[src/rtl/fifo_uart_tx_pkg.sv]
// Shared definitions for the FIFO-fed UART transmitter: frame states,
// parity mode encodings and the smallest usable baud divisor.
package fifo_uart_tx_pkg;

  typedef enum logic [2:0] {
    ST_IDLE,
    ST_START,
    ST_DATA,
    ST_PARITY,
    ST_STOP
  } state_t;

  localparam logic [1:0] PAR_NONE = 2'b00;
  localparam logic [1:0] PAR_EVEN = 2'b01;
  localparam logic [1:0] PAR_ODD  = 2'b10;
  localparam logic [1:0] PAR_RSVD = 2'b11;

  // A divisor below this would leave no cycle in which to pre-announce byte_done.
  localparam int MIN_DIV = 2;

endpackage

[src/rtl/fifo_uart_tx_if.sv]
// Read-side handshake between a byte FIFO and its UART transmitter consumer.
interface fifo_uart_tx_if #(
  parameter int DATA_BITS = 8
);

  logic                 fifo_nempty;
  logic [DATA_BITS-1:0] fifo_data;
  logic                 fifo_pop;

  modport master (
    output fifo_nempty,
    output fifo_data,
    input  fifo_pop
  );

  modport slave (
    input  fifo_nempty,
    input  fifo_data,
    output fifo_pop
  );

endinterface

[src/rtl/fifo_uart_tx_baud_tick_gen.sv]
// Loadable down-counter for bit timing; terminal count flags the last cycle of a bit.
module baud_tick_gen #(
  parameter int DIV_WIDTH = 16
) (
  input  logic                 clock,
  input  logic                 reset,
  input  logic                 load,
  input  logic [DIV_WIDTH-1:0] load_value,
  output logic [DIV_WIDTH-1:0] count,
  output logic                 tc
);

  // Holds at zero once expired so an idle transmitter sees a steady terminal count.
  always_ff @(posedge clock or posedge reset) begin
    if (reset) begin
      count <= '0;
    end else if (load) begin
      count <= load_value;
    end else if (count != '0) begin
      count <= count - DIV_WIDTH'(1);
    end
  end

  assign tc = (count == '0);

endmodule

[src/rtl/fifo_uart_tx.sv]
// Pops bytes from a FIFO and serialises them as UART frames (start, data LSB first,
// optional parity, 1 or 2 stop bits), chaining frames back-to-back while data remains.
module fifo_uart_tx
  import fifo_uart_tx_pkg::*;
#(
  parameter int DATA_BITS = 8,
  parameter int DIV_WIDTH = 16
) (
  input  logic                 clock,
  input  logic                 reset,
  input  logic                 enable,
  input  logic [DIV_WIDTH-1:0] baud_div,
  input  logic [1:0]           parity_mode,
  input  logic                 stop2,
  fifo_uart_tx_if.slave        fif,
  output logic                 tx,
  output logic                 busy,
  output logic                 byte_done
);

  state_t               state, state_n;
  logic [DATA_BITS-1:0] shift_reg, shift_n;
  logic [3:0]           bit_cnt, bit_cnt_n;
  logic [DIV_WIDTH-1:0] div_q, div_n;
  logic [1:0]           par_q, par_n;
  logic                 stop2_q, stop2_n;
  logic                 parity_q, parity_n;
  logic                 pop_q, pop_n;
  logic                 tx_n, done_n;

  logic                 load;
  logic [DIV_WIDTH-1:0] load_value;
  logic [DIV_WIDTH-1:0] count;
  logic                 tc;

  logic [DIV_WIDTH-1:0] clamp_div;
  logic                 parity_on;
  logic                 launch_pt;

  baud_tick_gen #(
    .DIV_WIDTH(DIV_WIDTH)
  ) u_tick (
    .clock      (clock),
    .reset      (reset),
    .load       (load),
    .load_value (load_value),
    .count      (count),
    .tc         (tc)
  );

  assign clamp_div    = (baud_div < DIV_WIDTH'(MIN_DIV)) ? DIV_WIDTH'(MIN_DIV) : baud_div;
  assign parity_on    = (par_q == PAR_EVEN) || (par_q == PAR_ODD);
  assign launch_pt    = (state == ST_IDLE) ||
                        ((state == ST_STOP) && tc && (bit_cnt == 4'd0));
  assign fif.fifo_pop = pop_q;

  // Next-state and next-output logic; a launch overrides whatever the frame would do next.
  always_comb begin
    state_n    = state;
    shift_n    = shift_reg;
    bit_cnt_n  = bit_cnt;
    div_n      = div_q;
    par_n      = par_q;
    stop2_n    = stop2_q;
    parity_n   = parity_q;
    pop_n      = 1'b0;
    tx_n       = tx;
    load       = 1'b0;
    load_value = div_q - DIV_WIDTH'(1);
    done_n     = (state == ST_STOP) && (bit_cnt == 4'd0) && (count == DIV_WIDTH'(1));

    case (state)
      ST_IDLE: begin
        tx_n = 1'b1;
      end
      ST_START: begin
        if (tc) begin
          state_n   = ST_DATA;
          tx_n      = shift_reg[0];
          bit_cnt_n = 4'(DATA_BITS - 1);
          load      = 1'b1;
        end
      end
      ST_DATA: begin
        if (tc) begin
          load = 1'b1;
          if (bit_cnt != 4'd0) begin
            shift_n   = shift_reg >> 1;
            tx_n      = shift_reg[1];
            bit_cnt_n = bit_cnt - 4'd1;
          end else if (parity_on) begin
            state_n = ST_PARITY;
            tx_n    = parity_q;
          end else begin
            state_n   = ST_STOP;
            tx_n      = 1'b1;
            bit_cnt_n = {3'd0, stop2_q};
          end
        end
      end
      ST_PARITY: begin
        if (tc) begin
          state_n   = ST_STOP;
          tx_n      = 1'b1;
          bit_cnt_n = {3'd0, stop2_q};
          load      = 1'b1;
        end
      end
      ST_STOP: begin
        if (tc) begin
          if (bit_cnt != 4'd0) begin
            bit_cnt_n = bit_cnt - 4'd1;
            load      = 1'b1;
          end else begin
            state_n = ST_IDLE;
            tx_n    = 1'b1;
          end
        end
      end
      default: begin
        state_n = ST_IDLE;
        tx_n    = 1'b1;
      end
    endcase

    if (launch_pt && enable && fif.fifo_nempty) begin
      state_n    = ST_START;
      shift_n    = fif.fifo_data;
      div_n      = clamp_div;
      par_n      = parity_mode;
      stop2_n    = stop2;
      parity_n   = (^fif.fifo_data) ^ (parity_mode == PAR_ODD);
      pop_n      = 1'b1;
      tx_n       = 1'b0;
      load       = 1'b1;
      load_value = clamp_div - DIV_WIDTH'(1);
    end
  end

  // All outputs are registered so the serial line never glitches.
  always_ff @(posedge clock or posedge reset) begin
    if (reset) begin
      state     <= ST_IDLE;
      shift_reg <= '0;
      bit_cnt   <= '0;
      div_q     <= '0;
      par_q     <= PAR_NONE;
      stop2_q   <= 1'b0;
      parity_q  <= 1'b0;
      pop_q     <= 1'b0;
      tx        <= 1'b1;
      busy      <= 1'b0;
      byte_done <= 1'b0;
    end else begin
      state     <= state_n;
      shift_reg <= shift_n;
      bit_cnt   <= bit_cnt_n;
      div_q     <= div_n;
      par_q     <= par_n;
      stop2_q   <= stop2_n;
      parity_q  <= parity_n;
      pop_q     <= pop_n;
      tx        <= tx_n;
      busy      <= (state_n != ST_IDLE);
      byte_done <= done_n;
    end
  end

endmodule

[src/flat_wrapper.sv]
// flat-port wrapper written by rule: the top's interface ports become plain ports
module fifo_uart_tx_flat import fifo_uart_tx_pkg::*;
#(
  parameter int DATA_BITS = 8,
  parameter int DIV_WIDTH = 16
)
  (clock, reset, enable, baud_div, parity_mode, stop2, tx, busy, byte_done, fif_fifo_nempty, fif_fifo_data, fif_fifo_pop);
  fifo_uart_tx_if #(.DATA_BITS(DATA_BITS)) fif_i ();
  input  logic clock;
  input  logic reset;
  input  logic enable;
  input  logic [DIV_WIDTH-1:0] baud_div;
  input  logic [1:0] parity_mode;
  input  logic stop2;
  output logic tx;
  output logic busy;
  output logic byte_done;
  input wire logic [$bits(fif_i.fifo_nempty)-1:0] fif_fifo_nempty;
  input wire logic [$bits(fif_i.fifo_data)-1:0] fif_fifo_data;
  output wire logic [$bits(fif_i.fifo_pop)-1:0] fif_fifo_pop;
  assign fif_i.fifo_nempty = fif_fifo_nempty;
  assign fif_i.fifo_data = fif_fifo_data;
  assign fif_fifo_pop = fif_i.fifo_pop;
  fifo_uart_tx #(.DATA_BITS(DATA_BITS), .DIV_WIDTH(DIV_WIDTH)) u_core (.clock(clock), .reset(reset), .enable(enable), .baud_div(baud_div), .parity_mode(parity_mode), .stop2(stop2), .fif(fif_i), .tx(tx), .busy(busy), .byte_done(byte_done));
endmodule
[config.mk]
export PLATFORM = sky130hd
export DESIGN_NAME = fifo_uart_tx_flat
export DESIGN_NICKNAME = d
export VERILOG_FILES = /design/src/rtl/fifo_uart_tx_pkg.sv /design/src/rtl/fifo_uart_tx_if.sv /design/src/rtl/fifo_uart_tx_baud_tick_gen.sv /design/src/rtl/fifo_uart_tx.sv /design/src/flat_wrapper.sv
export SDC_FILE = /design/constraint.sdc
export NUM_CORES = 1
export LEC_CHECK = 0
export ABC_AREA = 1
export CELL_PAD_IN_SITES_DETAIL_PLACEMENT = 0
export CELL_PAD_IN_SITES_GLOBAL_PLACEMENT = 1
export CORE_MARGIN = 2
export CORE_UTILIZATION = 38
export CTS_CLUSTER_DIAMETER = 120
export DETAILED_ROUTE_END_ITERATION = 6
export PLACE_DENSITY_LB_ADDON = 0.25
export SKIP_LAST_GASP = 1
export SLEW_MARGIN = 20
export SYNTH_ARGS = -nofsm -noshare
export SYNTH_HDL_FRONTEND = slang
export SYNTH_SLANG_ARGS = --single-unit
[constraint.sdc]
create_clock -name clock -period 2.3 [get_ports clock]
set_input_delay 0.23 -clock clock [delete_from_list [all_inputs] [get_ports clock]]
set_output_delay 0.23 -clock clock [all_outputs]
set_load 0.005 [all_outputs]
==> impl_metrics.env <==
export IMPL_muxShareOfSynthArea_pct=0
export IMPL_slowest_delay_ns=0.43
export IMPL_crit_chain="nor2_2, nand2_2, nor2_4, nand3_2, nand2_4, nand2_8, o21ai_4, ha_4, inv_2, nor2_4, nand2_4, nor2_4, nand2_1, nand2_1, nand3_1, nand2_1, inv_1"
export IMPL_drive_gt1_share_pct=25.8
export IMPL_synthTopCellsByArea="dfrtp_1 39%, nand2_1 11%, inv_1 6.9%"
export IMPL_cp_start_kind="register"
export IMPL_nets=574
export IMPL_cts_sinks=55
export IMPL_hold_viol_final=0
export IMPL_yosys_warnings=0
export IMPL_synth_simple_gate_area_share_pct=33.5
export IMPL_diodes=0
export IMPL_synth_top_cell_area_share_pct=39.2
export IMPL_slew_headroom_pct=64.6
export IMPL_worstSkewPairLatency_ns=0.31
export IMPL_initial_core_util_pct=39.3
export IMPL_dieArea_um2=9840
export IMPL_skew_ns=0.0129
export IMPL_syn_area_um2=3440
export IMPL_async_flop_share_pct=100
export IMPL_via_per_inst=4.88
export IMPL_yosys_top_cells_count="99 x nand2_1, 63 x inv_1, 54 x dfrtp_1"
export IMPL_drt_iter0_markers=164
export IMPL_syn_area_per_cell_um2=7.62
export IMPL_maxSlewViolCount=0
export IMPL_die_y_um=99.2
export IMPL_worstPathRequired_ns=2.51
export IMPL_path_buf_inv=2
export IMPL_ys_ff_latch=55
export IMPL_setup_viol_count_final=0
export IMPL_wl_per_cell_um=12.7
export IMPL_worstPathArrival_ns=2.43
export IMPL_dpl_worst_slack_ns=-0.0964
export IMPL_placedInstanceArea_um2=4140
export IMPL_area_delta_synth_final_pct=35.9
export IMPL_synth_nets=489
export IMPL_finalInstanceArea_um2=4680
export IMPL_final_setup_worst_slack_ns=0.0839
export IMPL_drc=0
export IMPL_rsz0062_at_grt="yes"
export IMPL_worstMarginPinSlew_ns=0.529
export IMPL_track_usage_pct=17.3
export IMPL_critPathTopFamily="simple AND/OR/NAND/NOR gates"
export IMPL_power_density_nw_per_um2=1040
export IMPL_num_vias=3150
export IMPL_worst_setup_path_type="reg2reg"
export IMPL_postSynthCellCount=452
export IMPL_gp_congestion=0.826
export IMPL_ir_drop_uv=384
export IMPL_yosys_area_top_type="dfrtp_1"
export IMPL_antenna_found_initial=0
export IMPL_numCtsBuffers=5
export IMPL_ys_dominant_reg_cell="dfrtp_1"
export IMPL_ant_nets=0
export IMPL_crit_fanout=7
export IMPL_grt_pass1_wl_um=14000
export IMPL_post_route_period_util_pct=96.4
export IMPL_postCtsHoldBufs=0
export IMPL_cp_end_kind="register"
export IMPL_portBuffers=34
export IMPL_rows=34
export IMPL_hp_class="in2async"
export IMPL_synthAdderAreaFrac_pct=2.18
export IMPL_yosysMostFrequentCell="nand2_1"
export IMPL_synth_compound_area_share_pct=10.1
export IMPL_fin_crit_ns=2.22
export IMPL_outcome="complete, no violations"
export IMPL_yosysSeqAreaShare_pct=40.0
export IMPL_cts_tree="yes"
export IMPL_grt_overflow=0
export IMPL_grt_pass1_vias=3016
export IMPL_yosysUniqueCellTypes=39
export IMPL_clkSlewWorstSetupHoldPaths_ns=0.11
export IMPL_cts_root_buf="clkbuf_8"
export IMPL_drt_total_wl_um=8200
export IMPL_slowest_stage="dfrtp_1"
export IMPL_core_um2=8760
export IMPL_synth_xor_area_share_pct=5.85
export IMPL_synth_edf_count=0
export IMPL_die_width_um=99.2
export IMPL_dp_hpwl_um=5960
export IMPL_fmax_mhz=451
export IMPL_pin_count=35
export IMPL_cap_viol_max_count=0
export IMPL_p_leak_uw=0.00219
export IMPL_synth_top_family_by_area="simple AND/OR/NAND/NOR gates"
export IMPL_htreeDepth=2
export IMPL_firstDrtPassIters=4
export IMPL_grt_max_degree=56
export IMPL_cts_buffer_depth=2
-- metrics by stage --
step	hold slack (ns)	power, µW	TNS (ns)	util [%]	instances
finish	0.262	4880	0	53.4	646
global route	0.310	5290	-0.394	53.4	646
CTS	0.291	4650	0	50.8	638
detailed placement	0.483	3660	-0.385	47.2	618
global placement	0.471	3630	-0.0892	47.2	618
floorplan	0.340	3010	0	-	452
-- routing by layer --
layer  wire [µm]  global-route usage, %  vias up
li1            -                      -     1616
met1        4140                   25.4     1487
met2        3700                   26.9       39
met3         252                   2.53        8
met4         102                   4.43        0
met5           0                      0        -
-- cell families (layout without fill, tap and decap cells) --
| group | count (synthesis) | count (layout) |
|---|---|---|
| and+or+nand+nor | 238 | 238 |
| buffers and inverters | 73 | 159 |
| DFF | 55 | 55 |
| adders and majority gates | 6 | 6 |
| xor gates and xnor gates | 23 | 23 |
| AOI/OAI and AO/OA | 57 | 57 |
-- timing repair --
| action | in CTS | in global routing |
|---|---|---|
| setup buffers | 12 | 6 |
| setup endpoints to repair | 10 | 17 |
| pin swaps | 13 | 15 |
| cloned | 0 | 2 |
| resized for setup | 25 | 39 |
-- final timing paths --
path	cells past startpoint	start	slack [ns]	to
worst max-delay path	17	u_core.u_tick.count[5]	0.08	u_core.u_tick.count[14]
worst min-delay path	3	reset	0.26	u_core.bit_cnt[2]
worst max register to register	17	u_core.u_tick.count[5]	0.08	u_core.u_tick.count[14]
worst min register to register	2	u_core.parity_q	0.50	u_core.parity_q
max in group asynchronous	3	reset	1.72	u_core.tx
min in group clock	3	stop2	0.43	u_core.stop2_q
-- final cells by class --
class | instances | area, µm²
sequential | 55 | 1380
clock inverter | 2 | 60.1
timing repair buffer | 87 | 816
tap | 108 | 135
timing repair inverter | 1 | 7.51
inverter | 63 | 240
multi-input combinational | 324 | 1970
clock buffer | 6 | 72.6
fill | 835 | 4080
-- worst register-to-register path, delay by kind of cell (launching register included) --
kind / cells / cell delay [ns]
adders and majority gates: 1 / 0.16
buffers and inverters: 2 / 0.07
DFF: 1 / 0.43
AOI/OAI and AO/OA: 1 / 0.17
and+or+nand+nor: 13 / 1.28
-- where the power goes --
| group | internal (µW) | total [µW] | switching (µW) |
|---|---|---|---|
| registers | 1360 | 1600 | 237 |
| logic | 1140 | 2510 | 1370 |
| clock network | 436 | 762 | 326 |
-- cells in the final DEF (no fill, tap or decap), types with 7 or more instances in the layout --
master / instances
nand2_2: 15
clkdlybuf4s50_1: 34
o221ai_1: 9
a21oi_1: 15
inv_2: 9
nand3_1: 31
nor2_2: 14
nand2_4: 13
dfrtp_1: 54
inv_1: 53
o21ai_0: 17
nor2_4: 11
nor2_1: 42
buf_4: 45
xnor2_1: 7
xor2_1: 16
nand2_1: 91
Note: power is estimated with default switching activity, not from simulation.
